`src/rtl/hdc_bundler_bit.sv`:
```
// Purpose    : single-bit majority bundler; counts NUM_HVS latched vote bits serially and emits the majority.
// Latency    : en sampled at edge E -> done/out_bit updated at edge E+NUM_HVS+1 (one count per cycle plus a decide cycle).
// Backpressure: none; en is ignored while busy (no queueing), a new en is accepted on the cycle done is high.
//
// Ports:
//   clk      rising-edge clock
//   nrst     asynchronous active-low reset
//   en       start pulse; bits/tie_1/tie_2 are captured on the edge where en=1 while idle
//   bits     NUM_HVS vote bits, one per hypervector (unpacked)
//   tie_1    tie-break bit A (only matters for even NUM_HVS)
//   tie_2    tie-break bit B (only matters for even NUM_HVS)
//   done     one-cycle pulse marking a fresh out_bit
//   out_bit  registered majority bit, held until the next result
module hdc_bundler_bit #(
  parameter int NUM_HVS = 6
) (
  input  logic clk,
  input  logic nrst,
  input  logic en,
  input  logic bits [NUM_HVS-1:0],
  input  logic tie_1,
  input  logic tie_2,
  output logic done,
  output logic out_bit
);

  // Counter must hold the value NUM_HVS itself (all ones set).
  localparam int CW = $clog2(NUM_HVS + 1);
  // Index only needs to reach NUM_HVS-1; keep at least one bit.
  localparam int IW = (NUM_HVS > 2) ? $clog2(NUM_HVS) : 1;

  typedef enum logic [1:0] {
    S_IDLE   = 2'd0,
    S_COUNT  = 2'd1,
    S_DECIDE = 2'd2
  } state_t;

  state_t               state;
  logic [CW-1:0]        count;
  logic [IW-1:0]        index;
  logic [NUM_HVS-1:0]   bits_l;
  logic                 tie_1_l;
  logic                 tie_2_l;

  // Packed view of the unpacked vote inputs so they can be captured in one register.
  logic [NUM_HVS-1:0]   bits_pk;

  always_comb begin
    bits_pk = '0;
    for (int i = 0; i < NUM_HVS; i++) begin
      bits_pk[i] = bits[i];
    end
  end

  // Majority decision on the final count. Doubling the count into CW+1 bits
  // avoids halving NUM_HVS, so odd and even sizes share one comparison and
  // nothing can overflow. The equality case only arises for even NUM_HVS.
  logic [CW:0] twice_count;
  logic [CW:0] num_hvs_w;
  logic        majority;

  assign twice_count = {count, 1'b0};
  assign num_hvs_w   = (CW + 1)'(NUM_HVS);

  always_comb begin
    majority = 1'b0;
    if (twice_count > num_hvs_w) begin
      majority = 1'b1;
    end else if (twice_count < num_hvs_w) begin
      majority = 1'b0;
    end else begin
      majority = tie_1_l ^ tie_2_l;
    end
  end

  // Single registered FSM; done is a pulse, so it defaults low every edge.
  always_ff @(posedge clk or negedge nrst) begin
    if (!nrst) begin
      state   <= S_IDLE;
      count   <= '0;
      index   <= '0;
      bits_l  <= '0;
      tie_1_l <= 1'b0;
      tie_2_l <= 1'b0;
      done    <= 1'b0;
      out_bit <= 1'b0;
    end else begin
      done <= 1'b0;
      case (state)
        S_IDLE: begin
          if (en) begin
            bits_l  <= bits_pk;
            tie_1_l <= tie_1;
            tie_2_l <= tie_2;
            count   <= '0;
            index   <= '0;
            state   <= S_COUNT;
          end
        end

        S_COUNT: begin
          count <= count + CW'(bits_l[index]);
          index <= index + IW'(1);
          if (index == IW'(NUM_HVS - 1)) begin
            state <= S_DECIDE;
          end
        end

        S_DECIDE: begin
          out_bit <= majority;
          done    <= 1'b1;
          state   <= S_IDLE;
        end

        default: begin
          state <= S_IDLE;
        end
      endcase
    end
  end

endmodule

```
`config.mk`:
```
export PLATFORM = sky130hd
export DESIGN_NAME = hdc_bundler_bit
export DESIGN_NICKNAME = d
export VERILOG_FILES = /design/src/rtl/hdc_bundler_bit.sv
export SDC_FILE = /design/constraint.sdc
export NUM_CORES = 1
export LEC_CHECK = 0
export BUFFER_PORTS_ARGS = -buffer_cell sky130_fd_sc_hd__buf_2
export CAP_MARGIN = 20
export CORE_MARGIN = 2
export CORE_UTILIZATION = 40
export DETAILED_ROUTE_END_ITERATION = 7
export PLACE_DENSITY_LB_ADDON = 0.1
export SETUP_SLACK_MARGIN = 0.3
export SKIP_LAST_GASP = 1
export SYNTH_ARGS = -nofsm -noshare
export SYNTH_HDL_FRONTEND = slang
export SYNTH_SLANG_ARGS = --single-unit
```
`constraint.sdc`:
```
create_clock -name clk -period 4.9 [get_ports clk]
set_input_delay 0.98 -clock clk [delete_from_list [all_inputs] [get_ports clk]]
set_output_delay 0.98 -clock clk [all_outputs]
set_load 0.005 [all_outputs]
```
======== Yosys cells after proc, flatten, opt, wreduce, memory -nomap -nowiden ========
Cells that the tools add are included.
storage, ports and cells
  logic and storage cells ................. 35
  output and inout bits ................... 2
  bits of input ports ..................... 11
  flip-flop bits (word level) ............. 18
operators by class
  bitwise operators ....................... 1
  $add $sub $neg .......................... 2
  reductions and logical operators ........ 5
  mux-type cells .......................... 11
  equality and inequality tests ........... 5
  order comparisons ....................... 3
operator list
  cell                                                                          number
  3-bit case mux with 2 select lines                                            2
  2-bit AND reduction                                                           3
  4-bit by 3-bit > comparator with 1-bit output, second input constant          1
  3-bit by 4-bit less-than comparator with 1-bit output, second input constant  1
  4-bit by 3-bit less-than comparator with 1-bit output, second input constant  1
  1-bit 2-to-1 mux                                                              4
  2-bit 2-to-1 mux                                                              2
  2-bit != test, second input constant                                          2
  2-bit case mux with 2 select lines                                            1
  3-bit by 1-bit adder with 3-bit output                                        1
  3-bit by 1-bit adder with 3-bit output, second input constant                 1
  1-bit binary-select mux with 3-bit select                                     1
  3-bit equality test, second input constant                                    1
  3-bit 2-to-1 mux                                                              1
  2-bit by 1-bit equality test with 1-bit output, second input constant         1
  2-bit equality test, second input constant                                    1
  2-bit logical NOT                                                             1
  2-bit nonzero test                                                            1
  1-bit bitwise XOR                                                             1

======== Longest topological paths before layout ========
Gate-level depths: netlist of run 1.
  depth after elaboration ................. 4
  gate-level depth with buffers ........... 7
  gate-level depth less buffers ........... 7

======== Least setup slack after synthesis of run 1 ========
Ideal clock, no wire load.
  path kind ............................... register to register
  from .................................... register index[0]
  to ...................................... register count[2]
  library setup time ...................... 121 ps
  setup slack ............................. 2947 ps
  stages on the path, launching flop included .. 8
  data arrival time ....................... 1832 ps
  clock period less this slack ............ 1953 ps
  cells stage by stage .................... dfrtp_1 mux4_2 nand2_1 o31ai_1 ha_1 ha_1 mux2_2 a22o_1
between the ends
  word-level cells in the longest chain between the ends .. 4
RTL lines
  element                                    RTL line  source
  from (decl)                                40        logic [IW-1:0] index;
  from (signal assigned)                     103       index <= index + IW'(1);
  1-bit binary-select mux with 3-bit select  102       count <= count + CW'(bits_l[index]);
  1-bit 2-to-1 mux (implied by the code)     102
  3-bit by 1-bit adder with 3-bit output     102
  3-bit case mux with 2 select lines         89        case (state)
  to (signal assigned)                       102
  to (decl)                                  39        logic [CW-1:0] count;
No other way between the ends. The select of a mux whose other input is x is not followed.
A chain may end at the register's enable or synchronous reset.

======== Final worst setup path of run 1 ========
Same ends and word-level chain as after synthesis.

==> results of run 1 <==
where the power goes:
part / internal, mW / switching, mW / leakage (nW) / total [mW]
combinational: 0.118 / 0.0758 / 0.197 / 0.194
sequential: 0.216 / 0.0606 / 0.220 / 0.277
clock: 0.0453 / 0.0451 / 0.0210 / 0.0904
cell usage in the layout, fill, tap and decap left out, types with 2 or more instances in the layout:
cell,Yosys,layout
buf_2,1,12
a31oi_1,2,2
nor2_1,3,3
nand2_1,3,3
ha_1,4,4
clkbuf_4,0,3
o21ai_0,2,2
nor2b_1,2,2
a22o_1,4,4
mux2_1,3,3
dfrtp_1,18,18
mux2_2,7,7
cell type report:
class / count / area [µm²]
fillers: 192 / 990
flip-flops and latches: 18 / 450
multi-input cells: 39 / 348
repair buffers: 12 / 60.1
clock buffers: 4 / 36.3
well taps: 27 / 33.8
inverters: 1 / 3.75
layer usage:
layer  global-route usage, %  share of wire (%)
met2                    19.9                 48
met4                    4.29                1.1
met5                       0                  0
met1                    15.3                 45
met3                    4.60                5.3
sequential cells by signal, indices dropped and copies added, names as in the netlist:
name	cells
bits_l	6
count	3
index	3
state	2
done	1
out_bit	1
tie_1_l	1
tie_2_l	1
cells by family (layout without fill, tap and decap cells):
group | Yosys count | count (layout) | share of synthesized area [%]
AO/OA/AOI/OAI | 11 | 11 | 9.61
AND/OR/NAND/NOR | 11 | 11 | 8.22
adder cells (fa/ha/maj) | 4 | 4 | 6.20
flip-flops | 18 | 18 | 55.8
multiplexers | 12 | 12 | 18.0
buffers and inverters | 2 | 17 | 1.08
XOR/XNOR | 1 | 1 | 1.09
final timing paths:
check	depth (start not counted)	slack, ns	endpoint	start
min in group asynchronous	1	0.59	out_bit$_DFFE_PN0P_	nrst
min reg2reg	1	0.51	bits_l[2]$_DFFE_PN0P_	bits_l[2]$_DFFE_PN0P_
max reg2reg	7	2.85	count[2]$_DFFE_PN0P_	index[0]$_DFFE_PN0P_
max in group asynchronous	1	4.02	bits_l[2]$_DFFE_PN0P_	nrst
min	1	0.51	bits_l[2]$_DFFE_PN0P_	bits_l[2]$_DFFE_PN0P_
max	7	2.85	count[2]$_DFFE_PN0P_	index[0]$_DFFE_PN0P_
==> impl_metrics.yaml, run 1 <==
critical_path:
  crit_path_frequent_cell: "ha_1"
  crit_path_start_kind: "register"
  critPathTopFamily: "multiplexers"
  crit_required_ns: 5.10
  path_class: "reg -> reg"
  end_kind: "register"
  cp_slowest_cell: "mux4_2"
  crit_chain: "mux4_2 > nand2_1 > o31ai_1 > ha_1 > ha_1 > mux2_2 > a22o_1"
  cp_data_arrival_time_ns: 2.24
  crit_buf_inv: 0
  slowest_delay_ns: 0.52
  cp_max_fo: 6
timing:
  slew_headroom_pct: 66.9
  slew_violations: 0
  max_freq_ghz: 0.489
  setup_viol: 0
  setup_tns_ns: 0
  finClkSkew_ns: 0.00821
  hold_viol: 0
  fin_crit_ns: 2.05
  max_slew.worst_pin.slew_ns: 0.495
  rsz0062_at_grt: "no"
  fin_crit_sh_pct: 41.7
  worst_hold_slack_ns: 0.508
  layout_setup_ws_ns: 2.85
detailed_routing:
  ant_nets: 0
  routed_wire_length_per_instance_um: 12.4
  drt_wl_total_um: 1260
  vias_per_cell: 5.06
  drt_iter0_drc: 1
  num_vias: 511
  drc_errors: 0
  firstDrtPassIters: 2
clock_network:
  worst_skew_pair.late_latency_ns: 0.29
  clk_pin_slew_worst_paths_ns: 0.10
  ctsLongestPathBuffers: 2
  hold_buffers: 0
  ctsRootBufferMaster: "clkbuf_4"
  cts_sinks: 18
  cts_buffers: 3
  cts_resized: 0
  cts_tree: "yes"
  h-tree-depth: 1
  cts_setup_buffers: 0
global_route:
  antenna_found_initial: 0
  grt_pass1_vias: 494
  overflow: 0
  grt_max_degree: 19
  track_usage_pct: 12.4
  grt_pass1_wl_um: 2170
power_and_ir_drop:
  vdd_drop_max_mv: 0.325
  power.total_mw: 0.561
  cellPowerDensity_mw_per_mm2: 602
  power_leakage_nw: 0.438
synthesis:
  ys_top_cells_by_area: "dfrtp_1, mux2_2, ha_1, a22o_1, mux2_1"
  synth_cell_types: 21
  syn_area_um2: 807
  synth_top_area_cell: "dfrtp_1"
  syn_avg_cell_area_um2: 13.7
  synth_top_area_share_pct: 55.8
  yosysWarnings: 0
  synth_edf_count: 0
  syn_inst: 59
  yosysSeqAreaShare_pct: 55.8
  synthArstFlopShare_pct: 100
  ys_seq_elements: 18
  synth_common_cells: "dfrtp_1, mux2_2, a22o_1, ha_1"
  synth.net_count: 74
  ys.flop_type: "dfrtp_1"
  yosysMostFrequentCell: "dfrtp_1"
place:
  placed_area_um2: 896
  post-place-ws_ns: 2.85
  dp.cells: 97
  gp_routability_congestion: 0.741
  port_buffers: 12
finish:
  design_area_um2: 932
  antenna_cells: 0
  syn2layout_area_growth_pct: 15.5
  fin_util_pct: 48.5
  fin_cells: 101
  drive_above_1_share_pct: 33.8
  nNetsFinal: 90
floorplanning:
  row_count: 16
  dieWidth_um: 48.9
  start_util_pct: 42.0
  coreArea_mm2: 0.00192
  die-area_mm2: 0.00239
  die_h_um: 48.9
  pin_count: 13
run_status:
  status: "finished clean"
min_path:
  min_path_type: "reg -> reg"
job:
  max_cap_violations: 0
No activity file was read; power rests on OpenSTA's default activity.
==> inputs of run 2 (changes only) <==
clock period = 2.1 ns   (was 4.9 ns; I/O delays follow)
==> run 2 against run 1 <==
  * Via count decreased by 0.20%
  * Fmax increased by 9.0%
  * Die area unchanged
  * Register-to-register slack got worse by 2.6 ns
  * Cell area increased by 2.1%
  * Critical path type unchanged
  * Hold slack got worse by 0.49 ns
  * Critical path depth unchanged
  * Highest routed layer unchanged
  * Routed wire length increased by 7.6%
  * Flip-flop and latch count unchanged
  * Largest power group unchanged
==> impl_metrics.yaml, run 2 (same netlist as run 1, synthesis figures left out) <==
run_status:
  status: "finished clean"
timing:
  rsz0062_at_grt: "yes"
  worst_hold_slack_ns: 0.0230
  fin_crit_sh_pct: 89.4
  slew_headroom_pct: 62.7
  hold_viol: 0
  slew_violations: 0
  max_freq_ghz: 0.533
  setup_tns_ns: 0
  finClkSkew_ns: 0.00847
  fin_crit_ns: 1.88
  max_slew.worst_pin.slew_ns: 0.559
  setup_viol: 0
critical_path:
  cp_data_arrival_time_ns: 2.08
  end_kind: "register"
  timing.rr.start: "index[0]$_DFFE_PN0P_"
  cp_max_fo: 2
  worstRegToRegCells: 7
  regToRegEndpoint: "count[2]$_DFFE_PN0P_"
  path_class: "reg -> reg"
  rrSetupSlack_ns: 0.22
  crit_required_ns: 2.30
  crit_path_start_kind: "register"
clock_network:
  clk_pin_slew_worst_paths_ns: 0.10
  h-tree-depth: 1
  hold_buffers: 0
  ctsLongestPathBuffers: 2
  cts_sinks: 18
  worst_skew_pair.late_latency_ns: 0.30
  ctsRootBufferMaster: "clkbuf_4"
  cts_tree: "yes"
  cts_buffers: 3
  cts_resized: 0
detailed_routing:
  drt_iter0_drc: 4
  vias_per_cell: 4.95
  firstDrtPassIters: 2
  routed_wire_length_per_instance_um: 13.1
  drt_wl_total_um: 1350
  drc_errors: 0
  ant_nets: 0
  num_vias: 510
power_and_ir_drop:
  cellPowerDensity_mw_per_mm2: 1420
  vdd_drop_max_mv: 0.598
  power_leakage_nw: 0.443
floorplanning:
  die-area_mm2: 0.00239
  die_h_um: 48.9
  row_count: 16
  start_util_pct: 42.0
  dieWidth_um: 48.9
  coreArea_mm2: 0.00192
  pin_count: 13
global_route:
  overflow: 0
  grt_pass1_wl_um: 2510
  track_usage_pct: 14.4
  antenna_found_initial: 0
  grt_max_degree: 19
  grt_pass1_vias: 528
place:
  placed_area_um2: 908
  dp_hpwl_um: 1030
  port_buffers: 12
  gp_routability_congestion: 0.731
finish:
  layout_common_cells: "dfrtp_1, buf_2, mux2_2"
  largest_register_ffs: 6
  layout_commonest_cell: "dfrtp_1"
  antenna_cells: 0
  regMostFlops: "bits_l"
  design_area_um2: 952
  drive_above_1_share_pct: 38.2
  top_regs: "bits_l x6, count x3, index x3"
  nNetsFinal: 92
  syn2layout_area_growth_pct: 18.0
min_path:
  min_path_type: "in -> async"
job:
  max_cap_violations: 0
-- run 2: changes by cell type in the layout (fill, tap and decap cells not counted), sizes merged --
| cell | delta |
|---|---|
| buf | +2 |
-- run 2: timing repair --
action	4_1_cts	5_1_grt
gates cloned	0	0
setup buffers	1	0
pin swaps	2	0
setup endpoints to repair	2	1
hold endpoints to repair	0	0
-- run 2: how the worst max path moves through the flow --
stage                      endpoint                  from
3_3_place_gp   count[2]$_DFFE_PN0P_  index[0]$_DFFE_PN0P_
3_5_place_dp   count[2]$_DFFE_PN0P_  index[0]$_DFFE_PN0P_
6_report       count[2]$_DFFE_PN0P_  index[0]$_DFFE_PN0P_
4_1_cts        count[2]$_DFFE_PN0P_  index[0]$_DFFE_PN0P_
2_1_floorplan  count[2]$_DFFE_PN0P_  index[0]$_DFFE_PN0P_
5_1_grt        count[2]$_DFFE_PN0P_  index[0]$_DFFE_PN0P_
-- run 2: where the power goes --
part,internal (mW),leakage (nW),switching [mW]
Clock,0.106,0.0210,0.108
Combinational,0.303,0.202,0.199
Sequential,0.505,0.220,0.133
Total,0.914,0.443,0.440
-- run 2: routing by layer --
metal  GRT usage [%]  wire length, µm
met3            4.60               60
met5               0                0
met2            22.8              623
met4            5.71               22
met1            18.1              647
-- run 2: cell type report --
class | instances | area [µm²]
tap | 27 | 33.8
inverter | 1 | 3.75
sequential | 18 | 450
clock buffer | 4 | 36.3
timing repair buffer | 14 | 75.1
multi-input combinational | 39 | 353
fill | 197 | 970
-- run 2: critical path, cell delays in order (launching register included) --
cell and delay [ns]:
dfrtp_1 0.38, mux4_2 0.49, nand2_1 0.08, o31ai_1 0.06
ha_2 0.17, ha_2 0.16, mux2_2 0.26, a22o_1 0.17
-- run 2: metrics by stage --
stage / total power [mW] / std cells / worst slack (ns) / util, %
after floorplan: 1.00 / 59 / 0.173 / -
after global placement: 1.13 / 98 / 0.200 / 47.3
after detailed placement: 1.15 / 98 / 0.164 / 47.3
after CTS: 1.38 / 103 / 0.213 / 49.5
after global routing: 1.50 / 103 / 0.168 / 49.5
final: 1.35 / 103 / 0.222 / 49.5
==> inputs of run 3 (changes only) <==
GPL_ROUTABILITY_DRIVEN = 0   (was not set)
HOLD_SLACK_MARGIN = 0.06   (was not set)
==> run 3 against run 2 <==
  * Register-to-register slack about the same
  * Clock skew did not move
  * Hold slack improved by 0.31 ns
  * Critical path depth stayed put
  * Die area stayed put
  * Clock power is essentially flat
  * Sequential power about the same
  * Global-route usage grew 0.13 points
  * Non-clock buffer count increased by 1
  * Flip-flop and latch count stayed put
  * First-iteration DRC count unchanged
  * Critical path type unchanged
==> impl_metrics.yaml, run 3 (same netlist as run 1, synthesis figures left out) <==
detailed_routing:
  ant_nets: 0
  vias_per_cell: 4.94
  drt_wl_total_um: 1370
  drc_errors: 0
  num_vias: 514
  drt_iter0_drc: 4
  firstDrtPassIters: 2
  routed_wire_length_per_instance_um: 13.2
power_and_ir_drop:
  cellPowerDensity_mw_per_mm2: 1410
  power_leakage_nw: 0.447
  vdd_drop_max_mv: 0.598
  power.total_mw: 1.36
job:
  max_cap_violations: 0
critical_path:
  crit_required_ns: 2.30
  rrSetupSlack_ns: 0.22
  cp_max_fo: 2
  path_class: "reg -> reg"
  cp_data_arrival_time_ns: 2.08
  crit_path_start_kind: "register"
  end_kind: "register"
place:
  dp_hpwl_um: 1030
  post-place-ws_ns: 0.164
  port_buffers: 12
timing:
  fin_crit_ns: 1.88
  setup_tns_ns: 0
  worst_hold_slack_ns: 0.337
  max_slew.worst_pin.slew_ns: 0.559
  fin_crit_sh_pct: 89.4
  rsz0062_at_grt: "yes"
  setup_viol: 0
  slew_violations: 0
  layout_setup_ws_ns: 0.222
  max_freq_ghz: 0.533
  slew_headroom_pct: 62.7
  hold_viol: 0
  finClkSkew_ns: 0.00847
global_route:
  grt_max_degree: 19
  track_usage_pct: 14.5
  grt_pass1_vias: 540
  overflow: 0
  grt_pass1_wl_um: 2540
  antenna_found_initial: 0
clock_network:
  cts_sinks: 18
  ctsLongestPathBuffers: 2
  clk_pin_slew_worst_paths_ns: 0.10
  cts_tree: "yes"
  worst_skew_pair.late_latency_ns: 0.30
  cts_buffers: 3
  cts_resized: 0
  ctsRootBufferMaster: "clkbuf_4"
  h-tree-depth: 1
finish:
  nFillCells: 196
  nNetsFinal: 93
  seqCellArea_um2: 450
  largest_register_ffs: 6
  multi_input_area_um2: 353
  regMostFlops: "bits_l"
  top_regs: "bits_l x6, count x3, index x3"
  layout_commonest_cell: "dfrtp_1"
  layout_common_cells: "dfrtp_1, buf_2, mux2_2"
  antenna_cells: 0
  syn2layout_area_growth_pct: 19.2
  drive_above_1_share_pct: 37.7
floorplanning:
  row_count: 16
  coreArea_mm2: 0.00192
  dieWidth_um: 48.9
  pin_count: 13
  start_util_pct: 42.0
  die_h_um: 48.9
  die-area_mm2: 0.00239
min_path:
  min_path_type: "in -> reg"
run_status:
  status: "finished clean"
[run 3: changes by cell type in the layout (fill, tap and decap cells not counted), sizes merged]
cell | before | now
dlygate4sd3 | 0 | 1
[run 3: path summary, 6_finish.rpt]
kind / start / cells past startpoint / end
worst min-delay path: bits[3] / 2 / bits_l[3]$_DFFE_PN0P_
worst max-delay path: index[0]$_DFFE_PN0P_ / 7 / count[2]$_DFFE_PN0P_
worst max register to register: index[0]$_DFFE_PN0P_ / 7 / count[2]$_DFFE_PN0P_
min in group asynchronous: nrst / 2 / index[2]$_DFFE_PN0P_
worst min register to register: bits_l[4]$_DFFE_PN0P_ / 1 / bits_l[4]$_DFFE_PN0P_
max in group asynchronous: nrst / 2 / count[1]$_DFFE_PN0P_
[run 3: per-stage QoR]
stage          area [µm²]  util [%]  instances
5_1_grt               962      50.1        104
6_report              962      50.1        104
4_1_cts               962      50.1        104
3_3_place_gp          908      47.3         98
2_1_floorplan         812         -         59
3_5_place_dp          908      47.3         98
[run 3: cell type report]
| class | instances | area share (%) |
|---|---|---|
| clock buffer | 4 | 3.77 |
| tap | 27 | 3.51 |
| inverter | 1 | 0.390 |
| sequential | 18 | 46.8 |
| timing repair buffer | 15 | 8.84 |
| multi-input combinational | 39 | 36.7 |
[run 3: worst max-delay path: stages (launching register included)]
cell,delay [ns]
dfrtp_1,0.38
mux4_2,0.49
nand2_1,0.08
o31ai_1,0.06
ha_2,0.17
ha_2,0.16
mux2_2,0.26
a22o_1,0.17
[run 3: timing repair]
action                                  in CTS  in global routing
hold buffers                                 1                  0
endpoints found under the hold margin       18                  0
pin swaps                                    2                  0
setup buffers                                1                  0
endpoints found under the setup margin       2                  1
[run 3: metal layers]
metal / GRT usage (%) / vias up / routed length [µm]
met5: 0 / - / 0
met4: 5.71 / 0 / 22
met3: 4.60 / 4 / 56
met2: 23.3 / 12 / 639
met1: 18.1 / 248 / 653
li1: - / 250 / -
[run 3: report_power, final]
group          switching, mW  total [mW]  internal (mW)
Combinational          0.199       0.503          0.304
Sequential             0.133       0.638          0.505
Clock                  0.108       0.214          0.106
Total                  0.441        1.36          0.915
